`config.mk`:
```
export PLATFORM = sky130hd
export DESIGN_NAME = multi_channel_arbiter_pipeline_flat
export DESIGN_NICKNAME = d
export VERILOG_FILES = /design/src/rtl/multi_channel_arbiter_pipeline_if.sv /design/src/rtl/multi_channel_arbiter_pipeline.sv /design/src/flat_wrapper.sv
export SDC_FILE = /design/constraint.sdc
export NUM_CORES = 1
export LEC_CHECK = 0
export BUFFER_PORTS_ARGS = -buffer_cell sky130_fd_sc_hd__buf_2
export CORE_ASPECT_RATIO = 1.1
export CORE_UTILIZATION = 50
export DETAILED_ROUTE_END_ITERATION = 8
export GPL_TIMING_DRIVEN = 0
export PLACE_DENSITY = 0.74
export RECOVER_POWER = 25
export REMOVE_ABC_BUFFERS = 1
export SETUP_SLACK_MARGIN = 0.3
export SYNTH_ARGS = -nofsm -noshare
export SYNTH_HDL_FRONTEND = slang
export SYNTH_SLANG_ARGS = --single-unit
```
`constraint.sdc`:
```
create_clock -name clk -period 10.55 [get_ports clk]
set_input_delay 0 -clock clk [delete_from_list [all_inputs] [get_ports clk]]
set_output_delay 0 -clock clk [all_outputs]
set_load 0.01 [all_outputs]
```
`src/rtl/multi_channel_arbiter_pipeline_if.sv`:
```
// multi_channel_arbiter_pipeline_if: per-channel input/flush/output bundle for the arbiter pipeline
interface multi_channel_arbiter_pipeline_if #(
  parameter int NUM_CH = 4,
  parameter int DATA_W = 32
);
  logic [NUM_CH*DATA_W-1:0] in_data;
  logic [NUM_CH-1:0]        in_valid;
  logic [NUM_CH-1:0]        in_ready;
  logic [NUM_CH-1:0]        flush;
  logic [NUM_CH*DATA_W-1:0] out_data;
  logic [NUM_CH-1:0]        out_valid;
  logic [NUM_CH-1:0]        grant;
  modport master (output in_data, in_valid, flush, input in_ready, out_data, out_valid, grant);
  modport slave  (input in_data, in_valid, flush, output in_ready, out_data, out_valid, grant);
endinterface

```
`src/rtl/multi_channel_arbiter_pipeline.sv`:
```
// multi_channel_arbiter_pipeline: per-channel FIFOs arbitrated into a shared +1 pipeline with per-channel flush
module multi_channel_arbiter_pipeline #(
  parameter int NUM_CH     = 4,
  parameter int DATA_W     = 32,
  parameter int FIFO_DEPTH = 4,
  parameter int RES_LAT    = 2,
  parameter int ARB_MODE   = 0
) (
  input logic clk,
  input logic reset,
  multi_channel_arbiter_pipeline_if.slave bus
);
  localparam int CW = $clog2(NUM_CH);
  localparam int AW = $clog2(FIFO_DEPTH);
  localparam int NW = AW + 1;
  logic [DATA_W-1:0]        mem_q [NUM_CH][FIFO_DEPTH];
  logic [DATA_W-1:0]        mem_d [NUM_CH][FIFO_DEPTH];
  logic [AW-1:0]            rd_q [NUM_CH], rd_d [NUM_CH];
  logic [AW-1:0]            wr_q [NUM_CH], wr_d [NUM_CH];
  logic [NW-1:0]            cnt_q [NUM_CH], cnt_d [NUM_CH];
  logic [CW-1:0]            ptr_q, ptr_d, gnt_idx;
  logic [NUM_CH-1:0]        gnt, elig, full, push;
  logic                     found;
  int                       idx;
  logic [RES_LAT-1:0]       st_v_q, st_v_d;
  logic [CW-1:0]            st_ch_q [RES_LAT], st_ch_d [RES_LAT];
  logic [DATA_W-1:0]        st_data_q [RES_LAT], st_data_d [RES_LAT];
  logic [NUM_CH-1:0]        out_valid_q, out_valid_d;
  logic [NUM_CH*DATA_W-1:0] out_data_q, out_data_d;
  // first eligible channel scanning upward from the start index with wrap
  always_comb begin
    gnt = '0;
    gnt_idx = '0;
    found = 1'b0;
    idx = 0;
    full = '0;
    elig = '0;
    for (int i = 0; i < NUM_CH; i++) begin
      full[i] = cnt_q[i] == NW'(FIFO_DEPTH);
      elig[i] = (cnt_q[i] != '0) && !bus.flush[i];
    end
    for (int k = 0; k < NUM_CH; k++) begin
      idx = (ARB_MODE != 0 ? 0 : int'(ptr_q)) + k;
      idx = idx >= NUM_CH ? idx - NUM_CH : idx;
      if (!found && elig[idx]) begin
        found = 1'b1;
        gnt[idx] = 1'b1;
        gnt_idx = CW'(idx);
      end
    end
    ptr_d = !found ? ptr_q : (int'(gnt_idx) == NUM_CH - 1) ? '0 : gnt_idx + CW'(1);
  end
  always_comb begin
    mem_d = mem_q;
    push = '0;
    for (int i = 0; i < NUM_CH; i++) begin
      push[i] = bus.in_valid[i] && !full[i] && !bus.flush[i];
      if (push[i]) mem_d[i][wr_q[i]] = bus.in_data[i*DATA_W +: DATA_W];
      wr_d[i] = bus.flush[i] ? '0 : wr_q[i] + AW'(push[i]);
      rd_d[i] = bus.flush[i] ? '0 : rd_q[i] + AW'(gnt[i]);
      cnt_d[i] = bus.flush[i] ? '0 : cnt_q[i] + NW'(push[i]) - NW'(gnt[i]);
    end
  end
  // flushed channels lose every in-flight beat, including the one reaching the output register
  always_comb begin
    st_v_d = '0;
    st_ch_d = st_ch_q;
    st_data_d = st_data_q;
    st_v_d[0] = found;
    st_ch_d[0] = gnt_idx;
    st_data_d[0] = mem_q[gnt_idx][rd_q[gnt_idx]];
    for (int s = 1; s < RES_LAT; s++) begin
      st_v_d[s] = st_v_q[s-1] && !bus.flush[st_ch_q[s-1]];
      st_ch_d[s] = st_ch_q[s-1];
      st_data_d[s] = st_data_q[s-1];
    end
    out_valid_d = '0;
    out_data_d = out_data_q;
    if (st_v_q[RES_LAT-1] && !bus.flush[st_ch_q[RES_LAT-1]]) begin
      out_valid_d[st_ch_q[RES_LAT-1]] = 1'b1;
      out_data_d[int'(st_ch_q[RES_LAT-1])*DATA_W +: DATA_W] = st_data_q[RES_LAT-1] + DATA_W'(1);
    end
  end
  always_ff @(posedge clk) begin
    if (reset) begin
      rd_q <= '{default: '0};
      wr_q <= '{default: '0};
      cnt_q <= '{default: '0};
      ptr_q <= '0;
      st_v_q <= '0;
      out_valid_q <= '0;
      out_data_q <= '0;
    end else begin
      rd_q <= rd_d;
      wr_q <= wr_d;
      cnt_q <= cnt_d;
      ptr_q <= ptr_d;
      st_v_q <= st_v_d;
      out_valid_q <= out_valid_d;
      out_data_q <= out_data_d;
    end
  end
  always_ff @(posedge clk) begin
    mem_q <= mem_d;
    st_ch_q <= st_ch_d;
    st_data_q <= st_data_d;
  end
  assign bus.in_ready  = ~full;
  assign bus.grant     = gnt;
  assign bus.out_valid = out_valid_q;
  assign bus.out_data  = out_data_q;
endmodule

```
`src/flat_wrapper.sv`:
```
// flat-port wrapper written by rule: the top's interface ports become plain ports
module multi_channel_arbiter_pipeline_flat 
#(
  parameter int NUM_CH     = 4,
  parameter int DATA_W     = 32,
  parameter int FIFO_DEPTH = 4,
  parameter int RES_LAT    = 2,
  parameter int ARB_MODE   = 0
)
  (clk, reset, bus_in_data, bus_in_valid, bus_flush, bus_in_ready, bus_out_data, bus_out_valid, bus_grant);
  multi_channel_arbiter_pipeline_if #(.NUM_CH(NUM_CH), .DATA_W(DATA_W)) bus_i ();
  input logic clk;
  input logic reset;
  input wire logic [$bits(bus_i.in_data)-1:0] bus_in_data;
  input wire logic [$bits(bus_i.in_valid)-1:0] bus_in_valid;
  input wire logic [$bits(bus_i.flush)-1:0] bus_flush;
  output wire logic [$bits(bus_i.in_ready)-1:0] bus_in_ready;
  output wire logic [$bits(bus_i.out_data)-1:0] bus_out_data;
  output wire logic [$bits(bus_i.out_valid)-1:0] bus_out_valid;
  output wire logic [$bits(bus_i.grant)-1:0] bus_grant;
  assign bus_i.in_data = bus_in_data;
  assign bus_i.in_valid = bus_in_valid;
  assign bus_i.flush = bus_flush;
  assign bus_in_ready = bus_i.in_ready;
  assign bus_out_data = bus_i.out_data;
  assign bus_out_valid = bus_i.out_valid;
  assign bus_grant = bus_i.grant;
  multi_channel_arbiter_pipeline #(.NUM_CH(NUM_CH), .DATA_W(DATA_W), .FIFO_DEPTH(FIFO_DEPTH), .RES_LAT(RES_LAT), .ARB_MODE(ARB_MODE)) u_core (.clk(clk), .reset(reset), .bus(bus_i));
endmodule
```
; ---- After elaboration in Yosys (flattened, before gate mapping)
; Index checks and enable logic that the tools add are counted.
; Widths: inputs -> output; s select.
[totals]
output_inout_bits = 140
word_cells = 218
register_bits = 744
inputBits = 138
[op_classes]
mux = 65
bitwise_logic = 11
shifts = 2
order_cmp = 25
n_reduce_logical = 48
addsub = 26
n_eq_ne = 5
[op_table]
columns = cell, count
row1 = $bwmux 128, 5
row2 = $mux 32, 10
row3 = $bmux 128 s2, 1
row4 = $demux 32 s2, 4
row5 = $mux 128, 2
row6 = $ge 32x1->1 const B, 4
row7 = $lt 32x4->1 const B, 4
row8 = $shift 32x33->128 const A, 1
row9 = $shiftx 32x33->128, 1
row10 = $ge 32x4->1 const B, 3
row11 = $sub 32x4->32 const B, 3
row12 = $bmux 32 s2, 1
row13 = $neg 7->33, 1
row14 = $add 32x1->32 const B, 1
row15 = $logic_and 1x1->1, 26
row16 = $mux 1, 19
row17 = $ge 3x3->1 const B, 6
row18 = $not 2->3, 6
row19 = $add 2x1->2, 8
row20 = $mux 4, 4
row21 = $mux 2, 7
row22 = $logic_not 1->1, 13
row23 = $add 3x1->3, 4
row24 = $bmux 1 s2, 6
row25 = 18 further kinds, 42

; ---- Depth between registers and ports, before layout
; Gate-level depths: netlist of the first run.
[depth]
ltp_word = 23
ltp_mapped = 18
ltp_nobuf = 16

; ---- Least setup slack after synthesis of the first run
; No wires, ideal clock.
[synth_timing]
path_type = reg-to-reg
start = register u_core.ptr_q[0]
end = register u_core.cnt_q[5] (netlist name)
arrival_ns = 3.985
n_path_buf = 2
path_slack_ns = 6.435
setup_time_ns = 0.131
period_less_slack_ns = 4.115
path_stages_with_launch = 18
t_required_ns = 10.419
cell_sequence = dfxtp_1 clkbuf_1 inv_1 ha_1 clkbuf_1 o32ai_1 a211o_1 nor3_1 a221oi_1 o2bb2ai_1 ha_1 inv_1 ha_1 inv_1 fa_1 xor2_1 xnor2_1 nor3_1
[synth_via]
elab_chain_len = 16
word_cells_on_any_way = 64
classes_between = add/sub (8) / order compare (12) / mux (31) / bitwise (3) / reduce/logical (10)
[synth_rtl]
columns = element, line
row1 = start: declaration, multi_channel_arbiter_pipeline.sv:21  ; logic [CW-1:0] ptr_q, ptr_d, gnt_idx;
row2 = start signal: assignment, multi_channel_arbiter_pipeline.sv:97  ; ptr_q <= ptr_d;
row3 = "parallel branches: the longest is 14 deep, another holds $sub 32x4->32", n/a
row4 = $mux 4 (*), multi_channel_arbiter_pipeline.sv:45  ; if (!found && elig[idx]) begin
row5 = via bus_grant[2], flat_wrapper.sv:20  ; output wire logic [$bits(bus_i.grant)-1:0] bus_grant;
row6 = $sub 3x1->3 (*), multi_channel_arbiter_pipeline.sv:61  ; cnt_d[i] = bus.flush[i] ? '0 : cnt_q[i] + NW'(push[i]) - NW'(gnt[i]);
row7 = end signal: assignment, multi_channel_arbiter_pipeline.sv:96  ; cnt_q <= cnt_d;
row8 = end: declaration, multi_channel_arbiter_pipeline.sv:20  ; logic [NW-1:0] cnt_q [NUM_CH], cnt_d [NUM_CH];
; Mark *: on every way through the listed nets, which the timed path passes. The select of a mux whose other input is x is not followed.
; A chain may end at the register's enable or synchronous reset.

; ---- Worst setup path in the final report of the first run
[layout_timing]
start = register u_core.ptr_q[0]
end = register u_core.cnt_q[8] (netlist name)
[layout_via]
elab_chain_len = 16
word_cells_on_any_way = 64
classes_between = add/sub (8) / order compare (12) / mux (31) / bitwise (3) / reduce/logical (10)
[layout_rtl]
columns = element, line
row1 = "parallel branches: the longest is 14 deep, another holds $sub 32x4->32", n/a
row2 = $mux 4 (*), multi_channel_arbiter_pipeline.sv:45
row3 = $sub 3x1->3 (*), multi_channel_arbiter_pipeline.sv:61
; Mark *: on every way between the ends. The select of a mux whose other input is x is not followed.

==> results.md, run 1 <==
- IO Pins: 278
- Final Hold Viols: 0
- Slew headroom: 5.971%
- Setup Skew: 0.03056 ns
- Vias in the first global route: 16,692
- Final WS setup: 5.349 ns
- CTS sink cnt: 744
- Area Overhead vs Synth: 23.53%
- Post-CTS Setup Bufs: 0
- Dominant synthesized flop cell: edfxtp_1
- CP required: 11.05 ns
- Clock slew at reported path FFs: 0.06 ns
- Tmin final: 5.201 ns
- Setup Crit Path Kind: reg2reg
- Ranking of synthesized cells by area: edfxtp_1 55%, dfxtp_1 17%, mux4_2 10%
- Fmax: 0.1923 GHz
- Drt via density: 5.684
- Post-synth EDFFs: 512
- Setup violators final: 0
- Final nets: 2,263
- Post-Synthesis Mean Instance Area: 17.05 um^2
- Initial antenna violation count: 11
- Status: completed
- Die height: 250.2 um
- Static Leak: 12.39 nW
- RSZ-0062 raised after global routing: false
- Clk_lat worst skew: 0.62 ns
- Flops & latches, synth: 744
- Max clock buf depth: 3
- Routability congestion estimate: 0.7949
- Synth unique cells: 49
- Port Buffers: 277
- Worst slack, placed: 5.995 ns
- H-tree levels: 3
- Pins Over Slew Limit: 0
- Yosys warns: 0
- DRT iter0 DRCs: 1,205
- Worst-path maximum fanout: 17
- FP Rows: 90
- Worst Tran Pin Value: 1.409 ns
- CTS Buf Count: 71
- Largest net degree at the start of global routing: 112
- Hold crit path type: in2reg
- Tot Pwr: 8.162 mW
- PwrDens: 235.9 mW/mm^2
- WP data arrival: 5.70 ns
- Die Wd: 227.7 um
- CP endpoint kind: flip-flop
- Die area: 0.05696 mm^2
- Initial Util: 50.86%
- Gr ovfl total: 0
- Resize count post-CTS: 0
- First-pass GRT wire length: 102.2 mm
- CORE AREA: 0.05507 mm^2
- Post-Synthesis Cells: 1,643
- HPWL Detailed: 46.10 mm
- DR vias: 16,394
- DRT Pass-1 Iters: 7
- Final Cycle Share: 49.30%
- Antenna-violating nets left: 0
- CTS tree: yes
- Share of cells above drive strength 1: 24.21%
- Filler Cell Count: 3,859
- Async S/R FF share, synth: 0%
- DR WL/cell: 23.57 um
- Cell taking the most area after synthesis: edfxtp_1
- Inst Count DP: 2,615
- Element type at the critical path start: flip-flop
- VDD IR max: 0.1495 mV
- Max-Cap Viols: 0
- DR DRC count: 0
- Layout Cells excl Fill: 2,884
- Mapped Area: 0.02801 mm^2
- Root Driver: clkbuf_16
- Post-synth top area share: 54.90%
- GRT Util Overall: 24.26%
- Sequential share of the synthesized area: 71.48%
- Routed wire length: 67.99 mm
==> where the power goes <==
part | switching, mW | leakage, nW | internal, mW
registers | 0.205 | 6.55 | 3.36
logic | 1.07 | 4.63 | 0.861
clock network | 1.07 | 1.22 | 1.60
total | 2.34 | 12.4 | 5.82
==> logic make-up after synthesis <==
| group | count (synthesis) | synth area share, % |
|---|---|---|
| adder cells (fa/ha/maj) | 37 | 1.760 |
| multiplexers | 227 | 13.88 |
| buffers and inverters | 121 | 1.774 |
| AND/OR/NAND/NOR | 307 | 5.549 |
| XOR/XNOR | 46 | 1.439 |
| AO/OA/AOI/OAI | 161 | 4.119 |
| flip-flops | 744 | 71.48 |
==> path summary, 6_finish.rpt <==
kind	start	endpoint	slack (ns)	cells past startpoint
setup / recovery	u_core.ptr_q[0]$_SDFFE_PP0P_	u_core.cnt_q[8]$_SDFF_PP0_	5.35	16
hold / removal	bus_in_valid[3]	u_core.wr_q[0]$_SDFF_PP0_	0.07	4
setup reg to reg	u_core.ptr_q[0]$_SDFFE_PP0P_	u_core.cnt_q[8]$_SDFF_PP0_	5.35	16
hold reg to reg	u_core.st_data_d[30]$_DFF_P_	u_core.st_data_q[30]$_DFF_P_	0.32	0
==> sequential cells by signal, summed over array words and instances (netlist names), 4 cells and up <==
name,flops
u_core.mem_q,512
u_core.bus.out_data,128
u_core.st_data_d,32
u_core.st_data_q,32
u_core.cnt_q,12
u_core.rd_q,8
u_core.wr_q,8
u_core.bus.out_valid,4
==> placed cells by master (no fill, tap or decap), types with 7 or more instances in the layout <==
master / netlist / final
a22oi_1: 108 / 108
dfxtp_2: 0 / 8
mux4_2: 129 / 129
nand3_1: 12 / 12
clkbuf_8: 0 / 7
and2_1: 19 / 19
buf_2: 13 / 184
mux2i_1: 98 / 98
dfxtp_1: 232 / 224
bufinv_16: 0 / 9
buf_6: 0 / 24
o21ai_0: 27 / 27
clkbuf_1: 72 / 103
inv_1: 29 / 29
nor3_1: 29 / 27
nor4_1: 9 / 9
nand2b_1: 9 / 9
nor2_1: 142 / 136
clkinv_2: 0 / 14
clkbuf_16: 0 / 77
xnor2_1: 31 / 31
nand3b_1: 22 / 22
nand2_1: 23 / 22
buf_12: 0 / 18
ha_1: 33 / 33
xor2_1: 15 / 15
edfxtp_1: 512 / 512
dlygate4sd3_1: 0 / 135
==> layer usage <==
layer  global-route usage [%]  up-vias  wire, um  share of wire (%)
met5                        0        -        92               0.14
met4                    9.051       14      1936                2.8
met3                    4.434      128      4709                6.9
met2                    41.18      696     34610                 51
met1                    30.93     8273     26640                 39
li1                         -     7283         -                  -
==> cells in the mapped netlist (27+ instances only) <==
cell      count
dfxtp_1     232
nor2_1      142
edfxtp_1    512
mux2i_1      98
nor3_1       29
clkbuf_1     72
mux4_2      129
o21ai_0      27
inv_1        29
xnor2_1      31
a22oi_1     108
ha_1         33
==> what timing repair did <==
action,4_1_cts,5_1_grt
hold buffers,135,0
endpoints found under the hold margin,564,0
endpoints found under the setup margin,0,0
==> stage by stage <==
step                      util (%)  setup TNS, ns  instance area, um^2  hold WS (ns)
final                        62.83              0                34600       0.06678
after global routing         62.83              0                34600       0.09344
after global placement       54.34        -168.56                29930        0.2095
after detailed placement     56.01              0                30840        0.2164
after floorplan                  -              0                27620       0.06941
after CTS                    62.96              0                34670       0.03464
==> critical path, cell delays in order, from the launching register on <==
cell and delay (ns):
dfxtp_1 0.67, inv_1 0.26, ha_1 0.59, o32ai_1 0.18, a211o_1 0.39, nor3_1 0.49, a221oi_1 0.17, o2bb2ai_1 0.44
ha_1 0.32, inv_1 0.06, ha_1 0.13, inv_1 0.05, fa_1 0.37, xor2_1 0.20, xnor2_1 0.14, nor3_1 0.06
dlygate4sd3_1 0.58
==> cell type report <==
type                       instances  area, um^2  share of cell area [%]
antenna                            4       10.01                 0.02893
clock buffer                      95        2064                   5.967
clock inverter                    34       415.4                   1.201
inverter                          29       108.9                  0.3146
multi-input combinational        778        7591                   21.94
sequential                       744       20030                   57.90
tap                              736       920.9                   2.662
timing repair buffer             464        3456                   9.989
No activity file was read; power rests on OpenSTA's default activity.
==> run 2: changes to the inputs <==
clock period = 5.1 ns   (was 10.55 ns; I/O delays follow)
==> run 2 against run 1 <==
Against the previous run:
- clock skew rose by 0.0022 ns
- combinational power rose by 110%
- via count fell by 0.19%
- sequential share of layout area barely moved
- utilization barely moved
- die area did not move
- clock power rose by 110%
- sequential cell count did not move
- power rose by 110%
- first-iteration DRC count rose by 2.6%
- register-to-register slack got worse by 4.8 ns
- hold slack improved by 0.00095 ns
- largest power group unchanged
==> results.md, run 2 (same netlist as run 1, synthesis figures left out) <==
- Status: completed
- Slew headroom: 5.990%
- Seq. cell area: 0.02003 mm^2
- Drt via density: 5.674
- CTS tree: yes
- CORE AREA: 0.05507 mm^2
- CP required: 5.58 ns
- Tmin final: 4.513 ns
- DRT iter0 DRCs: 1,236
- Clk_lat worst skew: 0.62 ns
- Root Driver: clkbuf_16
- CTS sink cnt: 744
- Final Cycle Share: 88.50%
- Static Leak: 12.38 nW
- DR WL/cell: 23.56 um
- Worst Hold Path Cells: 4
- H-tree levels: 3
- Initial Util: 50.86%
- Max clock buf depth: 3
- FP Rows: 90
- Leading cell types in the layout, fill and taps excluded: 512 x edfxtp_1, 223 x dfxtp_1, 184 x buf_2
- Worst Tran Pin Value: 1.409 ns
- Setup Skew: 0.03274 ns
- Tot Pwr: 16.88 mW
- Largest register by flop count: u_core.mem_q
- Reg2reg start: u_core.ptr_q[1]$_SDFFE_PP0P_
- CP endpoint kind: flip-flop
- Final Hold Viols: 0
- WP data arrival: 4.99 ns
- R2R Setup Slk: 0.59 ns
- Metal3 WL: 4.601 mm
- Area Overhead vs Synth: 23.51%
- IO Pins: 278
- DP Area: 0.03084 mm^2
- Routed wire length: 67.94 mm
- Hold crit path type: in2reg
- Hold EP: u_core.wr_q[0]$_SDFF_PP0_
- Vias in the first global route: 16,680
- Die Wd: 227.7 um
- Port Buffers: 277
- Slowest-stage cell, CP: dfxtp_1
- DR vias: 16,363
- Max-Cap Viols: 0
- Final nets: 2,262
- Most common cell after layout, fill and taps aside: edfxtp_1
- Largest net degree at the start of global routing: 112
- Filler Cell Count: 3,858
- Worst r2r path cells: 15
- PwrDens: 488.0 mW/mm^2
- DR DRC count: 0
- Gr ovfl total: 0
- Post-route setup TNS: 0 ns
- Share of cells above drive strength 1: 24.27%
- Antenna-violating nets left: 0
- GRT Util Overall: 24.25%
- Pins Over Slew Limit: 0
- Die height: 250.2 um
- Routability congestion estimate: 0.7949
- VDD IR max: 0.3097 mV
- Slowest stage delay, CP: 0.59 ns
- Final Core Density: 62.82%
- Setup violators final: 0
- Inst Count DP: 2,615
- Area occupied by multi-input gates: 0.007591 mm^2
- Initial antenna violation count: 11
- DRT Pass-1 Iters: 7
- M1 wire length: 26.70 mm
- R2R Path End: u_core.cnt_q[8]$_SDFF_PP0_
- Post-route cell area: 0.03459 mm^2
- Die area: 0.05696 mm^2
- Setup Crit Path Kind: reg2reg
- Hold Startpoint: bus_in_valid[3]
- Highest routed metal layer: met5
- Met2 wire length: 34.56 mm
- Layout Cells excl Fill: 2,884
- Max FFs per register: 512
- Fmax: 0.2216 GHz
- Worst-path maximum fanout: 12
- CP cell instances: inv_1 > ha_1 > o32ai_1 > a211o_1 > nor3_1 > a221oi_1 > o2bb2ai_1 > ha_1 > inv_1 > ha_1 > inv_1 > fa_1 > xor2_1 > xnor2_1 > nor3_1
- Clock slew at reported path FFs: 0.06 ns
- HPWL Detailed: 46.10 mm
- First-pass GRT wire length: 102.1 mm
- Element type at the critical path start: flip-flop
- CTS Buf Count: 71
- RSZ-0062 raised after global routing: false
run 2: changes by cell type in the layout (fill, tap and decap cells not counted), sizes merged:
cell / previous run / this run
diode: 4 / 5
dlygate4sd3: 135 / 134
run 2: metrics by stage:
step	setup slack [ns]	hold slack, ns
final	0.5866	0.06774
after CTS	0.5445	0.03464
after detailed placement	0.5454	0.2164
after floorplan	-4.561	0.06941
after global routing	0.3533	0.09344
after global placement	-11.20	0.2095
run 2: critical path, delay by kind of cell (launching register included):
family	cells	cell delay, ns
buffers and inverters	3	0.36
flip-flops	1	0.59
adder cells (fa/ha/maj)	4	1.39
AND/OR/NAND/NOR	2	0.53
AO/OA/AOI/OAI	4	1.17
XOR/XNOR	2	0.34
run 2: repair_timing:
item                                   4_1_cts  5_1_grt
setup endpoints to repair                    0        4
resized for setup                            0        1
endpoints found under the hold margin      564        0
buffers inserted                             0        0
hold buffers                               134        0
run 2: how the worst max path moves through the flow:
stage	startpoint	slack [ns]	cells after the start	to
2_1_floorplan	u_core.ptr_q[0]$_SDFFE_PP0P_	-4.56	7	u_core.ptr_q[0]$_SDFFE_PP0P_
3_3_place_gp	u_core.ptr_q[0]$_SDFFE_PP0P_	-11.20	5	u_core.st_data_d[27]$_DFF_P_
3_5_place_dp	u_core.ptr_q[0]$_SDFFE_PP0P_	0.55	15	u_core.cnt_q[8]$_SDFF_PP0_
4_1_cts	u_core.ptr_q[0]$_SDFFE_PP0P_	0.54	15	u_core.cnt_q[8]$_SDFF_PP0_
5_1_grt	u_core.ptr_q[1]$_SDFFE_PP0P_	0.35	15	u_core.cnt_q[8]$_SDFF_PP0_
6_report	u_core.ptr_q[1]$_SDFFE_PP0P_	0.59	15	u_core.cnt_q[8]$_SDFF_PP0_
run 2: power breakdown:
| group | internal, mW | switching, mW | leakage (nW) |
|---|---|---|---|
| logic | 1.78 | 2.21 | 4.62 |
| registers | 6.95 | 0.424 | 6.55 |
| clock network | 3.31 | 2.21 | 1.22 |
run 2: final cells by class:
class | instances | area share, %
diodes | 5 | 0.03617
clock buffers | 95 | 5.969
clock inverters | 34 | 1.201
inverters | 29 | 0.3147
multi-input cells | 778 | 21.95
flip-flops and latches | 744 | 57.91
well taps | 736 | 2.662
repair buffers | 463 | 9.962
run 2: routing by layer:
layer  up-vias  global-route usage [%]
met5         -                       0
met3       134                   4.434
li1       7279                       -
met1      8304                   30.93
met4        14                   9.051
met2       632                   41.17
==> run 3: changes to the inputs <==
CTS_BUF_LIST = sky130_fd_sc_hd__clkbuf_4 sky130_fd_sc_hd__clkbuf_8   (was not set)
==> run 3 against run 2 <==
Against the previous run:
- non-clock buffer count rose by 18
- routed wire length decreased by 0.69%
- power fell by 3.9%
- combinational power hardly changed
- first-iteration DRC count shrank 1.1%
- cell count increased by 3.2%
- clock power decreased by 12%
- utilization barely moved
- sequential share of layout area is essentially flat
- sequential cell count stayed put
- critical path type unchanged
- largest cell class unchanged
==> results.md, run 3 (same netlist as run 1, synthesis figures left out) <==
- Status: completed
- Slew headroom: 7.517%
- Largest register by flop count: u_core.mem_q
- Antenna-violating nets left: 0
- Final Hold Viols: 0
- R2R Path End: u_core.cnt_q[8]$_SDFF_PP0_
- Port Buffers: 277
- Area Overhead vs Synth: 23.47%
- HPWL Detailed: 46.10 mm
- Fmax: 0.2220 GHz
- R2R Setup Slk: 0.60 ns
- Post-CTS Setup Bufs: 0
- Gr ovfl total: 0
- Tmin final: 4.505 ns
- Setup violators final: 0
- Static Leak: 12.46 nW
- Final nets: 2,318
- Element type at the critical path start: flip-flop
- Routed wire length: 67.47 mm
- Setup Skew: 0.02890 ns
- H-tree levels: 3
- RSZ-0062 raised after global routing: false
- CP required: 5.68 ns
- Worst Hold Path Cells: 2
- Die height: 250.2 um
- CTS tree: yes
- Die Wd: 227.7 um
- Initial antenna violation count: 13
- Reg2reg start: u_core.ptr_q[1]$_SDFFE_PP0P_
- Worst Tran Pin Value: 1.386 ns
- WP data arrival: 5.09 ns
- Final Cycle Share: 88.33%
- DR DRC count: 0
- IO Pins: 278
- DP Area: 0.03084 mm^2
- Initial Util: 50.86%
- DR WL/cell: 22.66 um
- DR vias: 16,514
- Max clock buf depth: 3
- VDD IR max: 0.2204 mV
- Die area: 0.05696 mm^2
- Vias in the first global route: 16,858
- CORE AREA: 0.05507 mm^2
- Hold EP: u_core.mem_q[159]$_DFFE_PP_
- Root Driver: clkbuf_8
- Drt via density: 5.547
- Clock slew at reported path FFs: 0.06 ns
- Post-route setup TNS: 0 ns
- Most common cell after layout, fill and taps aside: edfxtp_1
- Clk_lat worst skew: 0.72 ns
- Tot Pwr: 16.23 mW
- Max-Cap Viols: 0
- PwrDens: 469.3 mW/mm^2
- Routability congestion estimate: 0.7949
- DRT iter0 DRCs: 1,222
- CTS Buf Count: 109
- Max FFs per register: 512
- Worst r2r path cells: 15
- Hold Startpoint: bus_in_data[95]
- Post-route cell area: 0.03458 mm^2
- Largest net degree at the start of global routing: 112
- Fin Hold WS: 0.08471 ns
- Worst-path maximum fanout: 12
- Hold crit path type: in2reg
- First-pass GRT wire length: 101.0 mm
- DRT Pass-1 Iters: 5
- GRT Util Overall: 23.96%
- CTS sink cnt: 744
- FP Rows: 90
- Setup Crit Path Kind: reg2reg
- Share of cells above drive strength 1: 26.63%
- Leading cell types in the layout, fill and taps excluded: 512 x edfxtp_1, 223 x dfxtp_1, 183 x buf_2
- Pins Over Slew Limit: 0
- CP endpoint kind: flip-flop
==> run 3: through the flow <==
stage	setup WS, ns	std cells	util, %
global placement	-11.20	2564	54.34
CTS	0.5492	2968	62.87
global route	0.3497	2977	62.79
floorplan	-4.561	1551	-
detailed placement	0.5454	2615	56.01
finish	0.5952	2977	62.79
==> run 3: layout make-up <==
| type | count | area [um^2] |
|---|---|---|
| timing repair buffer | 481 | 3642 |
| clock inverter | 34 | 220.2 |
| sequential | 744 | 20030 |
| tap | 736 | 920.9 |
| inverter | 29 | 108.9 |
| multi-input combinational | 778 | 7589 |
| fill | 3903 | 20490 |
| clock buffer | 168 | 2049 |
| antenna | 7 | 17.52 |
==> run 3: power by group <==
group	switching [mW]	leakage, nW	internal (mW)
sequential	0.421	6.55	6.95
combinational	2.20	4.70	1.79
clock	2.21	1.22	2.66
total	4.83	12.5	11.4
==> run 3: worst max path at each step <==
stage | slack [ns] | startpoint | endpoint
after floorplan | -4.56 | u_core.ptr_q[0]$_SDFFE_PP0P_ | u_core.ptr_q[0]$_SDFFE_PP0P_
after global placement | -11.20 | u_core.ptr_q[0]$_SDFFE_PP0P_ | u_core.st_data_d[27]$_DFF_P_
after detailed placement | 0.55 | u_core.ptr_q[0]$_SDFFE_PP0P_ | u_core.cnt_q[8]$_SDFF_PP0_
after CTS | 0.55 | u_core.ptr_q[0]$_SDFFE_PP0P_ | u_core.cnt_q[8]$_SDFF_PP0_
after global routing | 0.35 | u_core.ptr_q[1]$_SDFFE_PP0P_ | u_core.cnt_q[8]$_SDFF_PP0_
final | 0.60 | u_core.ptr_q[1]$_SDFFE_PP0P_ | u_core.cnt_q[8]$_SDFF_PP0_
==> run 3: worst max-delay path, cell delays in order (launching register included) <==
cell,delay (ns)
dfxtp_1,0.60
inv_1,0.25
ha_1,0.57
o32ai_1,0.18
a211o_1,0.39
nor3_1,0.50
a221oi_1,0.17
o2bb2ai_1,0.42
ha_1,0.32
inv_1,0.05
ha_1,0.13
inv_1,0.05
fa_1,0.37
xor2_1,0.19
xnor2_1,0.14
nor3_1,0.06
==> run 3: metal layers <==
layer	global-route usage [%]	wire [um]	vias up
met4	9.492	2074	12
met2	40.24	33800	657
met3	4.927	4703	127
met1	30.36	26810	8315
li1	-	-	7403
met5	0	77	-
==> run 3: timing repair <==
item / CTS / global route
setup endpoints to repair: 0 / 4
hold buffers: 151 / 0
hold endpoints to repair: 601 / 0
gates resized for setup: 0 / 1
